===== src/rtl/axi4_stream_packet_sink.sv =====
// AXI4-Stream packet sink: buffers beats in a FIFO and builds one descriptor
// (ID/DEST/USER, byte and beat counts, error flag) per received packet.
module axi4_stream_packet_sink #(
    parameter int N     = 1,
    parameter int I     = 1,
    parameter int D     = 1,
    parameter int U     = 1,
    parameter int DEPTH = 8,
    parameter int LEN_W = 16
) (
    input  logic             ACLK,
    input  logic             ARESETn,
    input  logic             TVALID,
    output logic             TREADY,
    input  logic [8*N-1:0]   TDATA,
    input  logic [N-1:0]     TSTRB,
    input  logic [N-1:0]     TKEEP,
    input  logic             TLAST,
    input  logic [I-1:0]     TID,
    input  logic [D-1:0]     TDEST,
    input  logic [U-1:0]     TUSER,
    output logic             RD_VALID,
    input  logic             RD_EN,
    output logic [8*N-1:0]   RD_DATA,
    output logic [N-1:0]     RD_KEEP,
    output logic             RD_LAST,
    output logic             PKT_VALID,
    input  logic             PKT_ACK,
    output logic [I-1:0]     PKT_ID,
    output logic [D-1:0]     PKT_DEST,
    output logic [U-1:0]     PKT_USER,
    output logic [LEN_W-1:0] PKT_BYTES,
    output logic [LEN_W-1:0] PKT_BEATS,
    output logic             PKT_ERR
);

    localparam int AW = $clog2(DEPTH);
    localparam int BW = 9 * N + 1;
    localparam logic [AW:0] FULL_LVL = (AW + 1)'(DEPTH);

    typedef enum logic {IDLE, RECV} state_t;

    function automatic logic [LEN_W-1:0] popcnt(input logic [N-1:0] k);
        logic [LEN_W-1:0] c;
        c = '0;
        for (int i = 0; i < N; i++) c = c + LEN_W'(k[i]);
        return c;
    endfunction

    // Returns {saturated, sum}; the sum clamps at all-ones.
    function automatic logic [LEN_W:0] sat_add(input logic [LEN_W-1:0] a,
                                               input logic [LEN_W-1:0] b);
        logic [LEN_W:0] s;
        s = {1'b0, a} + {1'b0, b};
        if (s[LEN_W]) s = {1'b1, {LEN_W{1'b1}}};
        return s;
    endfunction

    logic [BW-1:0]    mem [DEPTH];
    logic [AW-1:0]    wr_ptr, rd_ptr;
    logic [AW:0]      level;
    logic             push, pop, full;
    logic [BW-1:0]    head;

    state_t           state_q, state_d;
    logic [LEN_W-1:0] beats_q, beats_d, bytes_q, bytes_d;
    logic             err_q, err_d;
    logic [I-1:0]     id_q, id_d;
    logic [D-1:0]     dest_q, dest_d;
    logic [LEN_W:0]   beats_sum, bytes_sum;
    logic [LEN_W-1:0] keep_cnt;
    logic             beat_err;

    assign full     = (level == FULL_LVL);
    assign RD_VALID = (level != '0);
    assign TREADY   = !full && !(TVALID && TLAST && PKT_VALID && !PKT_ACK);
    assign push     = TVALID && TREADY;
    assign pop      = RD_EN && RD_VALID;
    assign head     = mem[rd_ptr];
    assign {RD_DATA, RD_KEEP, RD_LAST} = RD_VALID ? head : '0;

    always_ff @(posedge ACLK) begin
        if (push) mem[wr_ptr] <= {TDATA, TKEEP, TLAST};
    end

    always_ff @(posedge ACLK or negedge ARESETn) begin
        if (!ARESETn) begin
            wr_ptr <= '0;
            rd_ptr <= '0;
            level  <= '0;
        end else begin
            if (push) wr_ptr <= wr_ptr + AW'(1);
            if (pop)  rd_ptr <= rd_ptr + AW'(1);
            case ({push, pop})
                2'b10:   level <= level + (AW + 1)'(1);
                2'b01:   level <= level - (AW + 1)'(1);
                default: level <= level;
            endcase
        end
    end

    // Candidate packet state for the beat currently offered on the stream.
    always_comb begin
        state_d   = state_q;
        beats_d   = beats_q;
        bytes_d   = bytes_q;
        err_d     = err_q;
        id_d      = id_q;
        dest_d    = dest_q;
        keep_cnt  = popcnt(TKEEP);
        beat_err  = (|(TSTRB & ~TKEEP)) || (TKEEP == '0);
        beats_sum = sat_add(beats_q, LEN_W'(1));
        bytes_sum = sat_add(bytes_q, keep_cnt);
        if (state_q == IDLE) begin
            beats_d = LEN_W'(1);
            bytes_d = keep_cnt;
            err_d   = beat_err;
            id_d    = TID;
            dest_d  = TDEST;
        end else begin
            beats_d = beats_sum[LEN_W-1:0];
            bytes_d = bytes_sum[LEN_W-1:0];
            err_d   = err_q || beat_err || beats_sum[LEN_W] || bytes_sum[LEN_W]
                      || (TID != id_q) || (TDEST != dest_q);
        end
        if (push) state_d = TLAST ? IDLE : RECV;
    end

    always_ff @(posedge ACLK or negedge ARESETn) begin
        if (!ARESETn) state_q <= IDLE;
        else          state_q <= state_d;
    end

    always_ff @(posedge ACLK or negedge ARESETn) begin
        if (!ARESETn) begin
            beats_q <= '0;
            bytes_q <= '0;
            err_q   <= 1'b0;
            id_q    <= '0;
            dest_q  <= '0;
        end else if (push) begin
            beats_q <= beats_d;
            bytes_q <= bytes_d;
            err_q   <= err_d;
            id_q    <= id_d;
            dest_q  <= dest_d;
        end
    end

    // A TLAST beat can only be accepted when the old descriptor is free or being acked.
    always_ff @(posedge ACLK or negedge ARESETn) begin
        if (!ARESETn) begin
            PKT_VALID <= 1'b0;
            PKT_ID    <= '0;
            PKT_DEST  <= '0;
            PKT_USER  <= '0;
            PKT_BYTES <= '0;
            PKT_BEATS <= '0;
            PKT_ERR   <= 1'b0;
        end else if (push && TLAST) begin
            PKT_VALID <= 1'b1;
            PKT_ID    <= id_d;
            PKT_DEST  <= dest_d;
            PKT_USER  <= TUSER;
            PKT_BYTES <= bytes_d;
            PKT_BEATS <= beats_d;
            PKT_ERR   <= err_d;
        end else if (PKT_ACK) begin
            PKT_VALID <= 1'b0;
        end
    end

endmodule

===== config.mk =====
export PLATFORM = sky130hd
export DESIGN_NAME = axi4_stream_packet_sink
export DESIGN_NICKNAME = d
export VERILOG_FILES = /design/src/rtl/axi4_stream_packet_sink.sv
export SDC_FILE = /design/constraint.sdc
export NUM_CORES = 1
export LEC_CHECK = 0
export ABC_AREA = 1
export CORE_ASPECT_RATIO = 2
export CORE_MARGIN = 3
export CORE_UTILIZATION = 35
export CTS_CLUSTER_DIAMETER = 30
export DETAILED_ROUTE_END_ITERATION = 12
export PLACE_DENSITY = 0.55
export SYNTH_ARGS = -nofsm -noshare
export SYNTH_HDL_FRONTEND = slang
export SYNTH_SLANG_ARGS = --single-unit

===== constraint.sdc =====
create_clock -name ACLK -period 2.8 [get_ports ACLK]
set_input_delay 0.28 -clock ACLK [delete_from_list [all_inputs] [get_ports ACLK]]
set_output_delay 0.28 -clock ACLK [all_outputs]
set_load 0.03 [all_outputs]

Word level (Yosys, flattened, before mapping)
Memory sizes are Yosys's and may differ from the RTL's.
Cells that the tools add are included.
{ "word_totals": {"register_bits": 83, "ram_bits": 80, "in_bits": 19, "out_inout_bits": 49, "wordCells": 63, "memories": 1} }
{ "classes": {"n_addsub": 6, "n_eq_ne": 5, "mux": 14, "bitwise": 2, "reduce_logical": 19} }
{ "mem_list": {"columns": ["memory", "depth", "word_bits", "read_ports", "rd_ports_with_merged_regs", "wr", "line", "source"], "rows": [
  ["mem", 8, 10, 1, 0, 1, "59", "logic [BW-1:0] mem [DEPTH];"]
]} }
{ "op_table": {"columns": ["op", "count"], "rows": [
  ["17-bit two-way mux", 2],
  ["16-bit two-way mux", 2],
  ["16-bit by 1-bit adder with 17-bit output", 1],
  ["16-bit by 1-bit adder with 17-bit output, second input constant", 1],
  ["10-bit two-way mux", 1],
  ["1-bit two-way mux", 8],
  ["4-bit case mux with 2 select lines", 1],
  ["1-bit logical AND", 7],
  ["3-bit by 1-bit adder with 3-bit output, second input constant", 2],
  ["1-bit logical OR", 6],
  ["4-bit by 1-bit adder with 4-bit output, second input constant", 1],
  ["4-bit == test, second input constant", 1],
  ["2-bit nonzero test", 2],
  ["4-bit nonzero test", 1],
  ["4-bit by 1-bit subtractor with 4-bit output, second input constant", 1],
  ["1-bit zero test", 3],
  ["2-bit by 1-bit == test with 1-bit output, second input constant", 1],
  ["2-bit == test, second input constant", 1],
  ["1-bit != test", 2],
  ["1-bit AND", 1],
  ["1-bit inverter", 1]
]} }

Logic depth before layout (Yosys ltp)
Gate-level depths: netlist (run 1).
{ "logic_depth": {"ltp_word": 9, "mapped_depth": 12, "ltp_nobuf": 12} }

Least setup slack after synthesis (run 1)
OpenSTA, ideal clock, no wires.
{ "synth_path": {"path_type": "reg2reg", "startpoint": "register PKT_VALID", "endpoint": "register level[2]", "setup_ns": 0.128, "arrival_ns": 1.903, "t_required_ns": 2.672, "setup_slack_ns": 0.769, "path_stages_with_launch": 10, "path_buffers": 1, "path_cell_list": "dfrtp_1 > nand3_1 > nand3_4 > buf_2 > ha_1 > xor2_1 > ha_1 > a21oi_1 > xnor2_1 > o21ai_0"} }
{ "synth_via": {"elab_chain_len": 7, "word_cells_on_any_way": 9, "cone_classes": "eq/ne (2); mux (1); reduce/logical (6)"} }
{ "synth_lines": {"columns": ["element", "line", "source"], "rows": [
  ["start, declared", "27", "output logic PKT_VALID,"],
  ["start signal, assigned", "153", "PKT_VALID <= 1'b0;"],
  ["start signal, assigned", "161", "PKT_VALID <= 1'b1;"],
  ["start signal, assigned", "169", "PKT_VALID <= 1'b0;"],
  ["1-bit logical AND * (2 in series)", "76", "assign TREADY = !full && !(TVALID && TLAST && PKT_VALID && !PKT_ACK);"],
  ["1-bit zero test *", "76", null],
  ["1-bit logical AND *", "76", null],
  ["1-bit logical AND *", "77", "assign push = TVALID && TREADY;"],
  ["2-bit by 1-bit == test with 1-bit output or 2-bit == test (tied branches)", "94", "case ({push, pop})"],
  ["4-bit case mux with 2 select lines or 2-bit nonzero test (tied branches)", null, null],
  ["end signal, assigned", "95", "2'b10: level <= level + (AW + 1)'(1);"],
  ["end signal, assigned", "96", "2'b01: level <= level - (AW + 1)'(1);"],
  ["end signal, assigned", "97", "default: level <= level;"],
  ["end, declared", "61", "logic [AW:0] level;"]
]} }
Mark *: on every way between the ends. The rest lies on a longest branch, timed or not.
A chain may end at the register's enable or synchronous reset.

Worst setup path after layout (run 1)
{ "layout_path": {"startpoint": "register rd_ptr[0]", "endpoint": "output port RD_DATA[4]"} }
{ "layout_via": {"elab_chain_len": 2} }
{ "layout_lines": {"columns": ["element", "line", "source"], "rows": [
  ["start, declared", "60", "logic [AW-1:0] wr_ptr, rd_ptr;"],
  ["start signal, assigned", "93", "if (pop) rd_ptr <= rd_ptr + AW'(1);"],
  ["memory read 8 x 10 bit", null, null],
  ["10-bit two-way mux", "80", "assign {RD_DATA, RD_KEEP, RD_LAST} = RD_VALID ? head : '0;"],
  ["end, declared", "24", "output logic [8*N-1:0] RD_DATA,"]
]} }
Every way passes these cells.

==> results.yml, run 1 <==
yosys:
  ys_seq_elements: 163
  synth_top_area_share: 0.319
  ys_top_cells_by_area: "edfxtp_1 (32%), dfrtp_1 (28%), nand2_1 (11%)"
  syn_nets: 833
  syn_area_um2: 7540
  yosysWarnings: 0
  synth_most_common_cell: "nand2_1"
  syn_area_per_cell_um2: 9.35
  seq_area_frac_synth: 0.594
  async_flop_share: 0.509
  synthCells: 806
  synth_enable_flop_cells: 80
  yosysTopAreaCell: "edfxtp_1"
  yosysUniqueCellTypes: 37
  synthFlopType: "dfrtp_1"
  synthTopCellsByCount: "nand2_1 (226), nor2_1 (103), dfrtp_1 (83)"
timing:
  slew_headroom: 0.610
  tightest_slew_ps: 584
  rsz0062_at_grt: "false"
  fin_worst_skew_ps: 6.28
  finalSetupTns_ps: 0
  fin_crit_sh: 0.945
  setup_viol: 0
  timing.final.hold_violations: 0
  final.min_clock_period_ps: 2650
  drv_slew: 0
  max_clock_freq_mhz: 378
worst_setup_path:
  path_class: "flip-flop to output port"
  crit_path_end_kind: "output port"
  path_delay_family: "buffers and inverters"
  crit_fanout: 26
  cp_slowest_stage_delay_ps: 690
  reg2reg_depth: 12
  start_kind: "flip-flop"
  critPathSlowestCell: "clkdlybuf4s50_1"
  path_buf_inv: 3
  worst_r2r_startpoint: "level[1]$_DFFE_PN0P_"
  cp.depth: 7
  cp_cell_sequence: "inv_1 > buf_12 > nor2_1 > o21ai_1 > o21ai_1 > nor2_1 > clkdlybuf4s50_1"
  reg2reg_slack_ps: 480
  cp.required_ps: 2520
  arrival_ps: 2370
  timing.rr.end: "level[3]$_DFFE_PN0P_"
clock_network:
  ctsLongestPathBuffers: 2
  numCtsBuffers: 17
  clkTransAtPathRegs_ps: 70
  cts_tree: "yes"
  cts.sinks: 163
  clkLatencyLatePin_ps: 430
  cts.root.buffer_cell: "clkbuf_16"
  cts-htree-levels: 4
global_route:
  first_global_vias: 5711
  grt_usage: 0.176
  antenna_found_initial: 0
  grt_overflow: 0
  grt_pass1_wl_mm: 30.8
  grt_max_degree: 52
detailed_routing:
  vias: 5656
  wl_per_cell_um: 16.4
  antenna_left: 0
  avgViaCountPerCell: 4.88
  drc: 0
  drt-initial-drc-count: 274
  dr.pass1.iters: 4
  drt_wl_total_mm: 19.0
pwr:
  clock_power_share: 0.272
  combPwrFrac: 0.356
  power_density_nw_per_um2: 903
  power.switching_mw: 3.14
  peakVddDrop_mv: 0.795
  power.total_mw: 8.26
  seq_power_share: 0.372
  p_int_mw: 5.12
  power.leakage_nw: 3.92
  switching_share: 0.380
place:
  hpwlAfterDp_mm: 13.3
  io_buffers: 66
  gp_congestion: 0.797
  dp.cells: 1126
worst_hold_path:
  min_from: "TUSER"
  min_path_cells: 3
  hold_end: "PKT_USER$_DFFE_PN0P_"
  hold_path_class: "input pin to flip-flop"
layout:
  fillers: 2076
  drive_gt1_frac: 0.0820
  multi_input_area_um2: 2720
  final_cells: 1159
  area.growth.synth_to_final_pct: 21.3
  final_net_count: 904
  num_antenna_cells: 0
  fin_util: 0.433
  regArea_um2: 4480
floorplanning:
  coreArea_um2: 21100
  ios: 68
  rows: 75
  start_util: 0.357
  dieWidth_um: 110
  dieArea_um2: 23400
  die_y_um: 214
outcome:
  status: "finished clean"
run:
  maxCapViolCount: 0
[cell type report]
cell class / count / share of cell area
timing repair buffer: 87 / 0.0963
inverter: 41 / 0.0171
sequential: 163 / 0.490
multi-input combinational: 567 / 0.297
clock buffer: 18 / 0.0469
clock inverter: 14 / 0.0157
tap: 269 / 0.0368
[how the worst max path moves through the flow]
stage	end	slack [ps]	from
after global placement	level[3]$_DFFE_PN0P_	400	TLAST
after global routing	RD_DATA[5]	20	rd_ptr[0]$_DFFE_PN0P_
after detailed placement	bytes_q[3]$_DFFE_PN0P_	380	TKEEP
after floorplan	level[2]$_DFFE_PN0P_	770	PKT_VALID$_DFFE_PN0P_
final	RD_DATA[4]	150	rd_ptr[0]$_DFFE_PN0P_
after CTS	RD_DATA[1]	20	rd_ptr[0]$_DFFE_PN0P_
[power groups by stage]
stage,clock (mW),combinational [mW],sequential [mW]
after floorplan,0,1.75,3.23
after global placement,0,2.99,3.12
after detailed placement,0,3.02,3.13
after CTS,2.31,3.03,3.08
after global routing,2.41,3.26,3.12
final,2.25,2.94,3.08
[cells in the final DEF, fill, tap and decap left out, types with 2 or more instances in the layout]
cell type / n
clkdlybuf4s50_1: 60
nand2_1: 226
nand3_1: 70
xnor2_1: 6
o22ai_1: 10
nor2_2: 4
nand4_1: 8
nand2_2: 2
ha_1: 8
nand3b_1: 2
nor2_1: 103
inv_8: 4
clkbuf_16: 17
clkinvlp_4: 3
a21oi_1: 5
dlymetal6s2s_1: 5
inv_2: 2
nand3_2: 6
xor2_1: 13
inv_6: 3
buf_12: 4
and2_1: 2
mux2i_1: 10
buf_4: 17
edfxtp_1: 80
inv_1: 37
o21ai_1: 13
o21ai_0: 70
dfrtp_1: 83
clkinv_4: 2
clkinv_8: 2
[routing by layer]
| metal | vias to the layer above | track usage | part of all wire |
|---|---|---|---|
| li1 | 2822 | - | - |
| met4 | 0 | 0.0585 | 0.019 |
| met2 | 102 | 0.345 | 0.58 |
| met1 | 2711 | 0.178 | 0.37 |
| met5 | - | 0 | 0 |
| met3 | 21 | 0.0359 | 0.029 |
[worst reg2reg max path: stages, from the launching register on]
cell	delay, ps
dfrtp_1	420
nor2_1	210
nand3_1	100
buf_4	200
nand2_1	140
inv_1	110
ha_1	240
xor2_1	220
nand2_1	90
o21ai_0	240
nand3_1	110
nand2_1	80
nand2_1	50
[flip-flops by register name, indices dropped and copies added (netlist names)]
| name | count |
|---|---|
| mem | 80 |
| PKT_BEATS | 16 |
| PKT_BYTES | 16 |
| beats_q | 16 |
| bytes_q | 16 |
| level | 4 |
| rd_ptr | 3 |
| wr_ptr | 3 |
| PKT_DEST | 1 |
| PKT_ERR | 1 |
| PKT_ID | 1 |
| PKT_USER | 1 |
| PKT_VALID | 1 |
| dest_q | 1 |
| err_q | 1 |
| id_q | 1 |
| state_q | 1 |
[stage by stage]
stage,instance area (µm²),setup WS (ps),hold slack (ps)
after floorplan,7540,769,-15.6
after global placement,8550,401,323
after detailed placement,8550,378,325
after CTS,9130,17.3,357
after global routing,9150,16.4,416
final,9150,153,375
[what timing repair did]
action,in CTS,in global routing
resized for setup,0,5
hold buffers,1,0
setup endpoints to repair,0,5
hold endpoints to repair,42,0
buffers inserted,0,0
[cells by family (layout without fill, tap and decap cells)]
logic type / after synthesis / in the layout / share of synthesized area
simple gates: 430 / 430 / 0.243
flops: 163 / 163 / 0.594
compound gates: 100 / 100 / 0.0687
buf+inv: 76 / 160 / 0.0451
xor+xnor: 19 / 19 / 0.0221
mux: 10 / 10 / 0.0133
fa+ha+maj: 8 / 8 / 0.0133
Power figures use the tool's default switching activity.
==> inputs of run 2 (changes only) <==
--- a/config.mk
+++ b/config.mk
@@ -6,6 +6,7 @@
 export NUM_CORES = 1
 export LEC_CHECK = 0
 export ABC_AREA = 1
+export ABC_CLOCK_PERIOD_IN_PS = 2800
 export CORE_ASPECT_RATIO = 2
 export CORE_MARGIN = 3
 export CORE_UTILIZATION = 35
==> results of run 2 <==
The final DEF is identical to that of run 1; final timing and power are the same.
